==> config.mk <==
export PLATFORM = sky130hd
export DESIGN_NAME = mem_rmw_ctrl
export DESIGN_NICKNAME = d
export VERILOG_FILES = /design/src/rtl/mem_rmw_ctrl.sv
export SDC_FILE = /design/constraint.sdc
export NUM_CORES = 1
export LEC_CHECK = 0
export BUFFER_PORTS_ARGS = -buffer_cell sky130_fd_sc_hd__buf_2
export CAP_MARGIN = 20
export CORE_MARGIN = 1
export CORE_UTILIZATION = 48
export CTS_CLUSTER_SIZE = 24
export DETAILED_ROUTE_END_ITERATION = 16
export PLACE_DENSITY = 0.77
export REMOVE_ABC_BUFFERS = 1
export SLEW_MARGIN = 25
export SYNTH_ARGS = -nofsm -noshare
export SYNTH_HDL_FRONTEND = slang
export SYNTH_SLANG_ARGS = --single-unit
==> constraint.sdc <==
create_clock -name clk -period 2 [get_ports clk]
set_clock_uncertainty 0.15 [all_clocks]
set_input_delay 0.3 -clock clk [delete_from_list [all_inputs] [get_ports clk]]
set_output_delay 0.3 -clock clk [all_outputs]
set_load 0.01 [all_outputs]
==> src/rtl/mem_rmw_ctrl.sv <==
// mem_rmw_ctrl: byte/half/word load-store controller for a word-only RAM, sub-word stores via read-modify-write.
// Optional MEM_PERF_CNT_EN adds cnt_load/cnt_store/cnt_rmw counters.
module mem_rmw_ctrl #(
    parameter int ADDR_W = 17
) (
    input  logic              clk,
    input  logic              rst,
    input  logic              req,
    input  logic              req_we,
    input  logic [1:0]        req_size,
    input  logic              req_signed,
    input  logic [31:0]       req_addr,
    input  logic [31:0]       req_wdata,
    output logic              ready,
    output logic              resp_valid,
    output logic              resp_err,
    output logic [31:0]       resp_rdata,
    output logic              ram_ce,
    output logic              ram_we,
    output logic [ADDR_W-1:0] ram_addr,
    output logic [31:0]       ram_wdata,
`ifdef MEM_PERF_CNT_EN
    output logic [31:0]       cnt_load,
    output logic [31:0]       cnt_store,
    output logic [31:0]       cnt_rmw,
`endif
    input  logic [31:0]       ram_rdata
);
    typedef enum logic [2:0] {IDLE, RD, MERGE_WR, WR, DONE} state_t;
    state_t      state;
    logic        r_we, r_sgn, r_err;
    logic [1:0]  r_size, r_off;
    logic [15:0] r_wdata;
    logic [31:0] r_data;
    logic        req_err;
    logic [4:0]  sh;
    logic [7:0]  lane_b;
    logic [15:0] lane_h;
    logic [31:0] ext, mask, ins, merged;
    logic        unused_ok;
    assign unused_ok = ^req_addr[31:ADDR_W+2];
    assign req_err = (req_size == 2'b11) || (req_size == 2'b01 && req_addr[0]) ||
                     (req_size == 2'b10 && req_addr[1:0] != 2'b00);
    // Big-endian lanes: byte offset 0 lives in [31:24]
    always_comb begin
        sh     = {~r_off, 3'b000};
        lane_b = 8'(ram_rdata >> sh);
        lane_h = r_off[1] ? ram_rdata[15:0] : ram_rdata[31:16];
        ext    = r_size == 2'b00 ? {{24{r_sgn & lane_b[7]}}, lane_b} :
                 r_size == 2'b01 ? {{16{r_sgn & lane_h[15]}}, lane_h} : ram_rdata;
        mask   = r_size == 2'b00 ? 32'h0000_00FF << sh : (r_off[1] ? 32'h0000_FFFF : 32'hFFFF_0000);
        ins    = r_size == 2'b00 ? {24'b0, r_wdata[7:0]} << sh :
                 (r_off[1] ? {16'b0, r_wdata} : {r_wdata, 16'b0});
        merged = (ram_rdata & ~mask) | ins;
    end
    always_ff @(posedge clk or negedge rst) begin
        if (!rst) begin
            state      <= IDLE;
            ready      <= 1'b1;
            resp_valid <= 1'b0;
            resp_err   <= 1'b0;
            resp_rdata <= '0;
            ram_ce     <= 1'b0;
            ram_we     <= 1'b0;
            ram_addr   <= '0;
            ram_wdata  <= '0;
            r_we       <= 1'b0;
            r_sgn      <= 1'b0;
            r_err      <= 1'b0;
            r_size     <= '0;
            r_off      <= '0;
            r_wdata    <= '0;
            r_data     <= '0;
        end else begin
            case (state)
                IDLE: begin
                    resp_valid <= 1'b0;
                    if (req) begin
                        ready    <= 1'b0;
                        r_we     <= req_we;
                        r_size   <= req_size;
                        r_sgn    <= req_signed;
                        r_off    <= req_addr[1:0];
                        r_wdata  <= req_wdata[15:0];
                        r_err    <= req_err;
                        r_data   <= '0;
                        ram_addr <= req_addr[ADDR_W+1:2];
                        if (req_err) begin
                            state <= DONE;
                        end else if (req_we && req_size == 2'b10) begin
                            state     <= WR;
                            ram_ce    <= 1'b1;
                            ram_we    <= 1'b1;
                            ram_wdata <= req_wdata;
                        end else begin
                            state  <= RD;
                            ram_ce <= 1'b1;
                            ram_we <= 1'b0;
                        end
                    end
                end
                RD: begin
                    if (r_we) begin
                        state     <= MERGE_WR;
                        ram_we    <= 1'b1;
                        ram_wdata <= merged;
                    end else begin
                        state  <= DONE;
                        ram_ce <= 1'b0;
                        r_data <= ext;
                    end
                end
                MERGE_WR, WR: begin
                    state  <= DONE;
                    ram_ce <= 1'b0;
                    ram_we <= 1'b0;
                end
                default: begin
                    state      <= IDLE;
                    ready      <= 1'b1;
                    resp_valid <= 1'b1;
                    resp_err   <= r_err;
                    resp_rdata <= r_data;
                end
            endcase
        end
    end
`ifdef MEM_PERF_CNT_EN
    always_ff @(posedge clk or negedge rst) begin
        if (!rst) begin
            cnt_load  <= '0;
            cnt_store <= '0;
            cnt_rmw   <= '0;
        end else begin
            if (state == DONE && !r_err && !r_we) cnt_load <= cnt_load + 32'd1;
            if (state == DONE && !r_err && r_we) cnt_store <= cnt_store + 32'd1;
            if (state == RD && r_we) cnt_rmw <= cnt_rmw + 32'd1;
        end
    end
`endif
endmodule

# Word-level counts from Yosys, hierarchy flattened
# Index checks and enable logic that the tools add are counted.
dict set report totals {
  input_bits 103
  out_inout_bits 86
  ff_bits 144
}
dict set report op_classes {
  n_bitwise 7
  reduce_logical 19
  n_mux 32
  shift 3
  eq_ne 12
}
# cell n
set ops {}
lappend ops {{two-way mux 32 bit} 12}
lappend ops {{one-hot mux 32 bit (2 select lines)} 2}
lappend ops {{AND 32 bit} 1}
lappend ops {{NOT 32 bit} 1}
lappend ops {{bitwise OR 32 bit} 1}
lappend ops {{<< shifter 8 x 5 -> 32 bit} 1}
lappend ops {{<< shifter 8 x 5 -> 32 bit (first input constant)} 1}
lappend ops {{right shift 32 x 5 -> 8 bit} 1}
lappend ops {{two-way mux 16 bit} 1}
lappend ops {{!= test 2 bit (second input constant)} 5}
lappend ops {{two-way mux 3 bit} 3}
lappend ops {{one-hot mux 3 bit (3 select lines)} 1}
lappend ops {{two-way mux 1 bit} 8}
lappend ops {{AND reduction 4 bit} 2}
lappend ops {{== test 3 x 2 -> 1 bit (second input constant)} 2}
lappend ops {{one-hot mux 1 bit (3 select lines)} 2}
lappend ops {{AND reduction 5 bit} 1}
lappend ops {{== test 2 x 1 -> 1 bit (second input constant)} 2}
lappend ops {{== test 2 bit (second input constant)} 2}
lappend ops {{one-hot mux 1 bit (2 select lines)} 2}
lappend ops {{AND reduction 2 bit} 2}
lappend ops {{nonzero test 2 bit} 2}
lappend ops {{OR reduction 4 bit} 1}
lappend ops {{== test 3 x 1 -> 1 bit (second input constant)} 1}
lappend ops {{12 further kinds} 16}

# Logic depth before layout (Yosys ltp)
# Gate-level depths: netlist of run 1.
dict set report logic_depth {
  word_depth 8
  ltp_mapped 7
  ltp_nobuf 4
}

# Worst setup path before layout of run 1
# No wires, ideal clock.
dict set report synth_path {
  kind {register to register}
  start {register state[2]}
  end {register r_off[1]}
  t_arrival_ns 1.586
  n_path_buf 3
  period_less_slack_ns 1.861
  slack_ns 0.139
  stages_incl_launch_ff 7
  cell_sequence {dfrtp_1 clkbuf_1 or2_1 clkbuf_1 nor2_2 buf_4 mux2_2}
}
dict set report synth_via {
  elab_chain_cells 2
}
# item line_no
set synth_rtl {}
lappend synth_rtl {{start, declared} 30} ;# state_t state;
lappend synth_rtl {{start signal, assigned} 58} ;# state <= IDLE;
lappend synth_rtl {{start signal, assigned} 89} ;# state <= DONE;
lappend synth_rtl {{start signal, assigned} 91} ;# state <= WR;
lappend synth_rtl {{logical NOT 3 bit} 75} ;# case (state)
lappend synth_rtl {{AND reduction 2 bit (no line)} n/a}
lappend synth_rtl {{end signal, assigned} 83} ;# r_off <= req_addr[1:0];
lappend synth_rtl {{end, declared} 32} ;# logic [1:0] r_size, r_off;
# No other way between the ends.
# A chain may end at the register's enable or synchronous reset.

# Worst setup path in the final report of run 1
dict set report layout_path {
  start {register r_size[1]}
  end {register ram_wdata[25]}
}
dict set report layout_via {
  elab_chain_cells 7
}
# item line_no
set layout_rtl {}
lappend layout_rtl {{start, declared} 32}
lappend layout_rtl {{start signal, assigned} 81} ;# r_size <= req_size;
lappend layout_rtl {{logical NOT 2 bit (*)} {51, 52}}
lappend layout_rtl {{two-way mux 32 bit} 51} ;# mask = r_size == 2'b00 ? 32'h0000_00FF << sh : (r_off[1] ? 32'h0000_FFFF : 32'hFFFF_0000);
lappend layout_rtl {{NOT 32 bit} 54} ;# merged = (ram_rdata & ~mask) | ins;
lappend layout_rtl {{AND 32 bit} 54}
lappend layout_rtl {{bitwise OR 32 bit (*)} 54}
lappend layout_rtl {{two-way mux 32 bit (*)} 103} ;# if (r_we) begin
lappend layout_rtl {{one-hot mux 32 bit (2 select lines) (*)} 75}
lappend layout_rtl {{end signal, assigned} 94} ;# ram_wdata <= req_wdata;
lappend layout_rtl {{end signal, assigned} 106} ;# ram_wdata <= merged;
lappend layout_rtl {{end, declared} 21} ;# output logic [31:0] ram_wdata,
# Mark *: on every way between the ends. The rest lies on a longest branch, timed or not. The select of a mux whose other input is x is not followed.

==> impl_metrics.toml, run 1 <==
[outcome]
status = "completed"

[finish]
layout.nets = 917
area_growth_pct = 30.7
fin_area_um2 = 9110
nFillCells = 1072
fin_cells = 1009
drive_gt1_share_pct = 42.9
final_util_pct = 64.9

[detailed_routing]
wl_per_cell_um = 19.8
viasPerCell = 5.92
firstDrtPassIters = 5
vias = 5977
drc = 0
drt-initial-drc-count = 375
final_antenna_net_count = 0
routed_wirelength_um = 20000

[hold_path]
worst_hold_path_type = "input pin to register"

[yosys]
synth_commonest_cells = "dfrtp_1, mux2_2, o21ai_0, nor2_1, nand2_1"
synthXorXnorAreaFrac_pct = 0
synth-seq-area-share_pct = 51.7
synth-simple-area-share_pct = 8.72
yosysMostFrequentCell = "dfrtp_1"
ys.flop_type = "dfrtp_1"
synth_compound_area_share_pct = 20.4
synth_top_family_by_area = "compound AO/OA/AOI/OAI gates"
synth_edf_count = 0
yosysTopAreaCell = "dfrtp_1"
yosys_warnings = 0
synth_top_area_share_pct = 51.3
synth_cells = 602
ys_ff_latch = 144
synth_cell_type_count = 48
avgSynthCellArea_um2 = 11.6
synth_area_leaders = "dfrtp_1, mux2_2, o21ai_0"
async_reset_ff_share_pct = 100
syn_area_um2 = 6970
synth-adder-area-share_pct = 0
synthMuxAreaShare_pct = 14.6

[place]
pre_cts_slack_ns = 0.0278
hpwlAfterDp_um = 14000
gp_congestion = 0.904
dp_cells = 936
io_buffers = 175
placedInstanceArea_um2 = 8140

[setup_path]
required_ns = 2.19
arrival_ns = 2.13
start_kind = "register"
crit_start = "r_size[1]"
crit_end = "ram_wdata[25]"
reg2reg_slack_ns = 0.06
end_kind = "register"
rr_endpoint = "ram_wdata[25]"
crit_type = "register to register"
rr_worst_depth = 5
rr_startpoint = "r_size[1]"
worstPathMaxFanout = 31

[pwr]
power.total_mw = 12.5
vdd_drop_max_mv = 0.808
p_per_area_nw_per_um2 = 1380
leakage_nw = 4.36

[die]
io-pin-count = 189
fp.dieW_um = 123
core.rowCount = 43
die_y_um = 123
dieArea_um2 = 15000
coreArea_um2 = 14000
initial_core_util_pct = 49.6

[clocking]
cts_buffers = 17
clk_pin_slew_ns = 0.06
clk_path_buf_depth = 2
clk_latency_ns = 0.43
cts-root-buf = "clkbuf_16"
cts_tree = "yes"
cts_sinks = 144
htree_levels = 4

[timing]
post-route-period-util_pct = 97.2
drv_slew = 0
setup_slack_ns = 0.0550
fmax_ghz = 0.514
finalSetupViolations = 0
relSlewSlack_pct = 63.7
finalHoldViolCount = 0
worst_slew_pin_slew_ns = 0.541
tns_ns = 0
whs_ns = 0.0182
post-route-min-period_ns = 1.94
rsz0062_at_grt = "false"

[flow_run]
max_cap_viol_count = 0

[global_route]
grt_pass1_wl_um = 31600
grt_pass1_vias = 5919
track_usage_pct = 28.2
grt_remaining_overflow = 0
grt_max_degree = 57
antenna_found_initial = 1
-- repair_timing --
action	4_1_cts	5_1_grt
buffers inserted	0	3
setup endpoints to repair	0	35
gates resized for setup	0	3
hold buffers	36	0
endpoints found under the hold margin	72	0
-- kinds of logic (layout without fill, tap and decap cells) --
group,after synthesis,after routing
compound gates,196,196
flops,144,144
simple gates,113,113
mux,91,91
buf+inv,58,283
other cells,0,2
-- cell type report --
cell class	count	area [um2]	share of cell area [%]
Inverter	4	15.0	0.165
Antenna cell	2	5.00	0.0549
Multi-Input combinational cell	400	3070	33.7
Timing Repair Buffer	247	1630	17.9
Clock inverter	9	83.8	0.920
Clock buffer	23	478	5.25
Sequential cell	144	3610	39.6
Tap cell	180	225	2.47
-- report_power, final --
part | leakage [nW] | total, mW | internal [mW] | switching [mW]
Clock | 0.277 | 3.02 | 1.81 | 1.22
Combinational | 2.24 | 4.87 | 2.26 | 2.60
Sequential | 1.84 | 4.65 | 3.99 | 0.661
-- worst max-delay path: stages (launching register included) --
cell	delay, ns
dfrtp_1	0.42
buf_12	0.19
or4b_1	0.56
a21oi_1	0.22
a211oi_1	0.10
o31ai_2	0.22
-- cells in the final DEF (no fill, tap or decap), types with 2 or more instances in the layout --
cell type	n
o22ai_1	15
nand2b_1	4
a221oi_1	8
o21a_1	8
clkbuf_1	3
buf_4	26
clkbuf_16	17
buf_2	174
a211oi_1	17
and2_1	2
a21oi_1	25
o31ai_1	16
buf_12	9
o31ai_2	8
o21ai_0	48
a221o_1	16
clkbuf_8	3
a211oi_2	7
clkinv_4	2
nor3_2	2
nor2b_1	9
nor2_1	46
dfrtp_1	142
buf_6	2
a32o_1	7
or4b_1	8
o21ai_1	7
mux2i_1	8
diode_2	2
clkinv_2	4
a211o_1	8
nand2_1	28
inv_1	4
mux2_2	82
dlygate4sd3_1	36
-- flip-flops by register name, indices dropped and copies added, names as in the netlist --
| register | count |
|---|---|
| r_wdata | 16 |
| resp_err | 1 |
| r_off | 2 |
| state | 3 |
| r_data | 32 |
| ready | 1 |
| r_sgn | 1 |
| ram_ce | 1 |
| ram_we | 1 |
| ram_addr | 17 |
| resp_valid | 1 |
| r_err | 1 |
| r_size | 2 |
| resp_rdata | 32 |
| ram_wdata | 32 |
| r_we | 1 |
-- worst min-delay path by stage --
stage	from	end	depth (start not counted)
after floorplan	rst	r_data[0]	0
after detailed placement	rst	resp_err	1
after CTS	req_we	r_we	2
final	req_we	r_we	2
after global routing	req_wdata[15]	r_wdata[15]	2
after global placement	rst	resp_err	1
-- routing by layer --
metal	track usage, %	vias up	share of wire [%]	wire length, um
met3	7.76	44	8.0	1590
met5	0	-	0	0
met4	9.83	0	2.1	427
li1	-	2685	-	-
met1	37.3	2985	42	8470
met2	44.5	263	47	9490
No activity file was read; power rests on OpenSTA's default activity.
==> inputs of run 2 (changes only) <==
CORE_UTILIZATION = 49   (was 48)
CTS_BUF_LIST = sky130_fd_sc_hd__clkbuf_2 sky130_fd_sc_hd__clkbuf_4 sky130_fd_sc_hd__clkbuf_8   (was unset)
GPL_TIMING_DRIVEN = 0   (was unset)
PLACE_DENSITY = 0.78   (was 0.77)
==> impl_metrics.toml, run 2 (synthesis gave the netlist of run 1 again) <==
[place]
hpwlAfterDp_um = 13300
io_buffers = 175
dp_cells = 910
gp_congestion = 0.900

[clocking]
cts_tree = "yes"
cts_sinks = 144
htree_levels = 4
clk_path_buf_depth = 2
cts_buffers = 17
clk_pin_slew_ns = 0.09
clk_latency_ns = 0.46
cts-root-buf = "clkbuf_8"

[outcome]
violations = "negative setup slack"
status = "finished with violations"

[global_route]
use_met3_pct = 8.74
gr-usage-met2_pct = 49.3
track_usage_pct = 31.6
grt_pass1_wl_um = 34300
grt_pass1_vias = 6251
grt-busiest-layer = "met2"
grt_use_met1_pct = 40.8
grt_remaining_overflow = 0
grt_max_degree = 76
antenna_found_initial = 2

[timing]
fmax_ghz = 0.499
post-route-period-util_pct = 100
relSlewSlack_pct = 62.9
rsz0062_at_grt = "true"
post-route-min-period_ns = 2.00
setup_slack_ns = -0.00316
finalHoldViolCount = 0
tns_ns = -0.00329
finalSetupViolations = 2
worst_slew_pin_slew_ns = 0.557
drv_slew = 0

[detailed_routing]
vias = 6348
routed_wirelength_um = 22800
final_antenna_net_count = 0
firstDrtPassIters = 5
drc = 0
wl_per_cell_um = 21.8
drt-initial-drc-count = 630
viasPerCell = 6.05

[finish]
layout_commonest_cell = "buf_2"
largestRegisters = "r_data (32), ram_wdata (32), resp_rdata (32)"
drive_gt1_share_pct = 44.4
final_cell_mix = "buf_2, dfrtp_1, mux2_2, dlygate4sd3_1, o21ai_0"
area_growth_pct = 37.5
final_util_pct = 69.1
layout.nets = 957
fin_cells = 1049

[die]
dieArea_um2 = 14700
coreArea_um2 = 13900
core.rowCount = 43
fp.dieW_um = 121
initial_core_util_pct = 50.2
die_y_um = 121
io-pin-count = 189

[pwr]
leakage_nw = 4.55
power.total_mw = 12.6
p_per_area_nw_per_um2 = 1320
vdd_drop_max_mv = 0.799

[setup_path]
reg2reg_slack_ns = -0.003
start_kind = "register"
worstPathMaxFanout = 17
required_ns = 2.19
arrival_ns = 2.19
crit_type = "register to register"
end_kind = "register"

[flow_run]
max_cap_viol_count = 0

[hold_path]
worst_hold_path_type = "input pin to register"
[run 2: cell types whose count changed in the layout (fill, tap and decap cells not counted), moves of 3 or more]
cell	previous run	this run
buf_12	9	6
buf_16	0	3
buf_8	0	5
clkbuf_1	3	0
clkbuf_16	17	1
clkbuf_8	3	21
dfrtp_1	142	137
dfrtp_4	0	6
dlygate4sd3_1	36	65
[run 2: per-stage QoR]
stage	worst slack (ns)	hold slack [ns]	area [um2]
final	-0.00316	0.0239	9590
after global routing	-0.0656	0.0113	9580
after detailed placement	-1.04	0.149	7970
after global placement	-3.28	0.322	7770
after floorplan	-1.46	-0.146	6670
after CTS	-0.0113	0.000371	9340
[run 2: repair_timing]
action,CTS,global route
cloned,2,1
pin swaps,6,5
hold buffers,65,0
setup buffers,19,18
resized for setup,24,12
endpoints found under the hold margin,143,0
endpoints found under the setup margin,107,85
[run 2: final cells by class]
cell class	instances	area (um2)
flip-flops and latches	144	3630
fillers	972	4290
diodes	2	5.00
well taps	180	225
clock inverters	9	129
clock buffers	23	304
inverters	4	15.0
multi-input cells	402	3210
repair buffers	285	2070
[run 2: path summary, 6_finish.rpt]
kind,start,end,depth (start not counted)
worst max-delay path,r_off[1],r_data[16],6
worst min-delay path,ram_rdata[24],r_data[24],2
worst max register to register,r_off[1],r_data[16],6
worst min register to register,r_data[4],r_data[4],1
max in group asynchronous,rst,resp_rdata[4],3
min in group asynchronous,rst,r_sgn,2
[run 2: power by group]
part           switching (mW)  internal, mW
Sequential              0.780          4.01
Combinational            2.81          2.51
Clock                    1.14          1.39
Total                    4.74          7.91
[run 2: worst max-delay path: stages, from the launching register on]
cell and delay [ns]:
dfrtp_4 0.52, buf_12 0.17, mux2_4 0.35, mux2i_4 0.20, nor3_4 0.06, buf_12 0.15, a221o_1 0.27
[run 2: layer usage]
metal	part of all wire, %	vias to the layer above	routed length [um]
met5	0.035	-	8
met4	3.7	2	847
met3	9.6	77	2180
met2	47	396	10800
met1	39	3114	9000
li1	-	2759	-
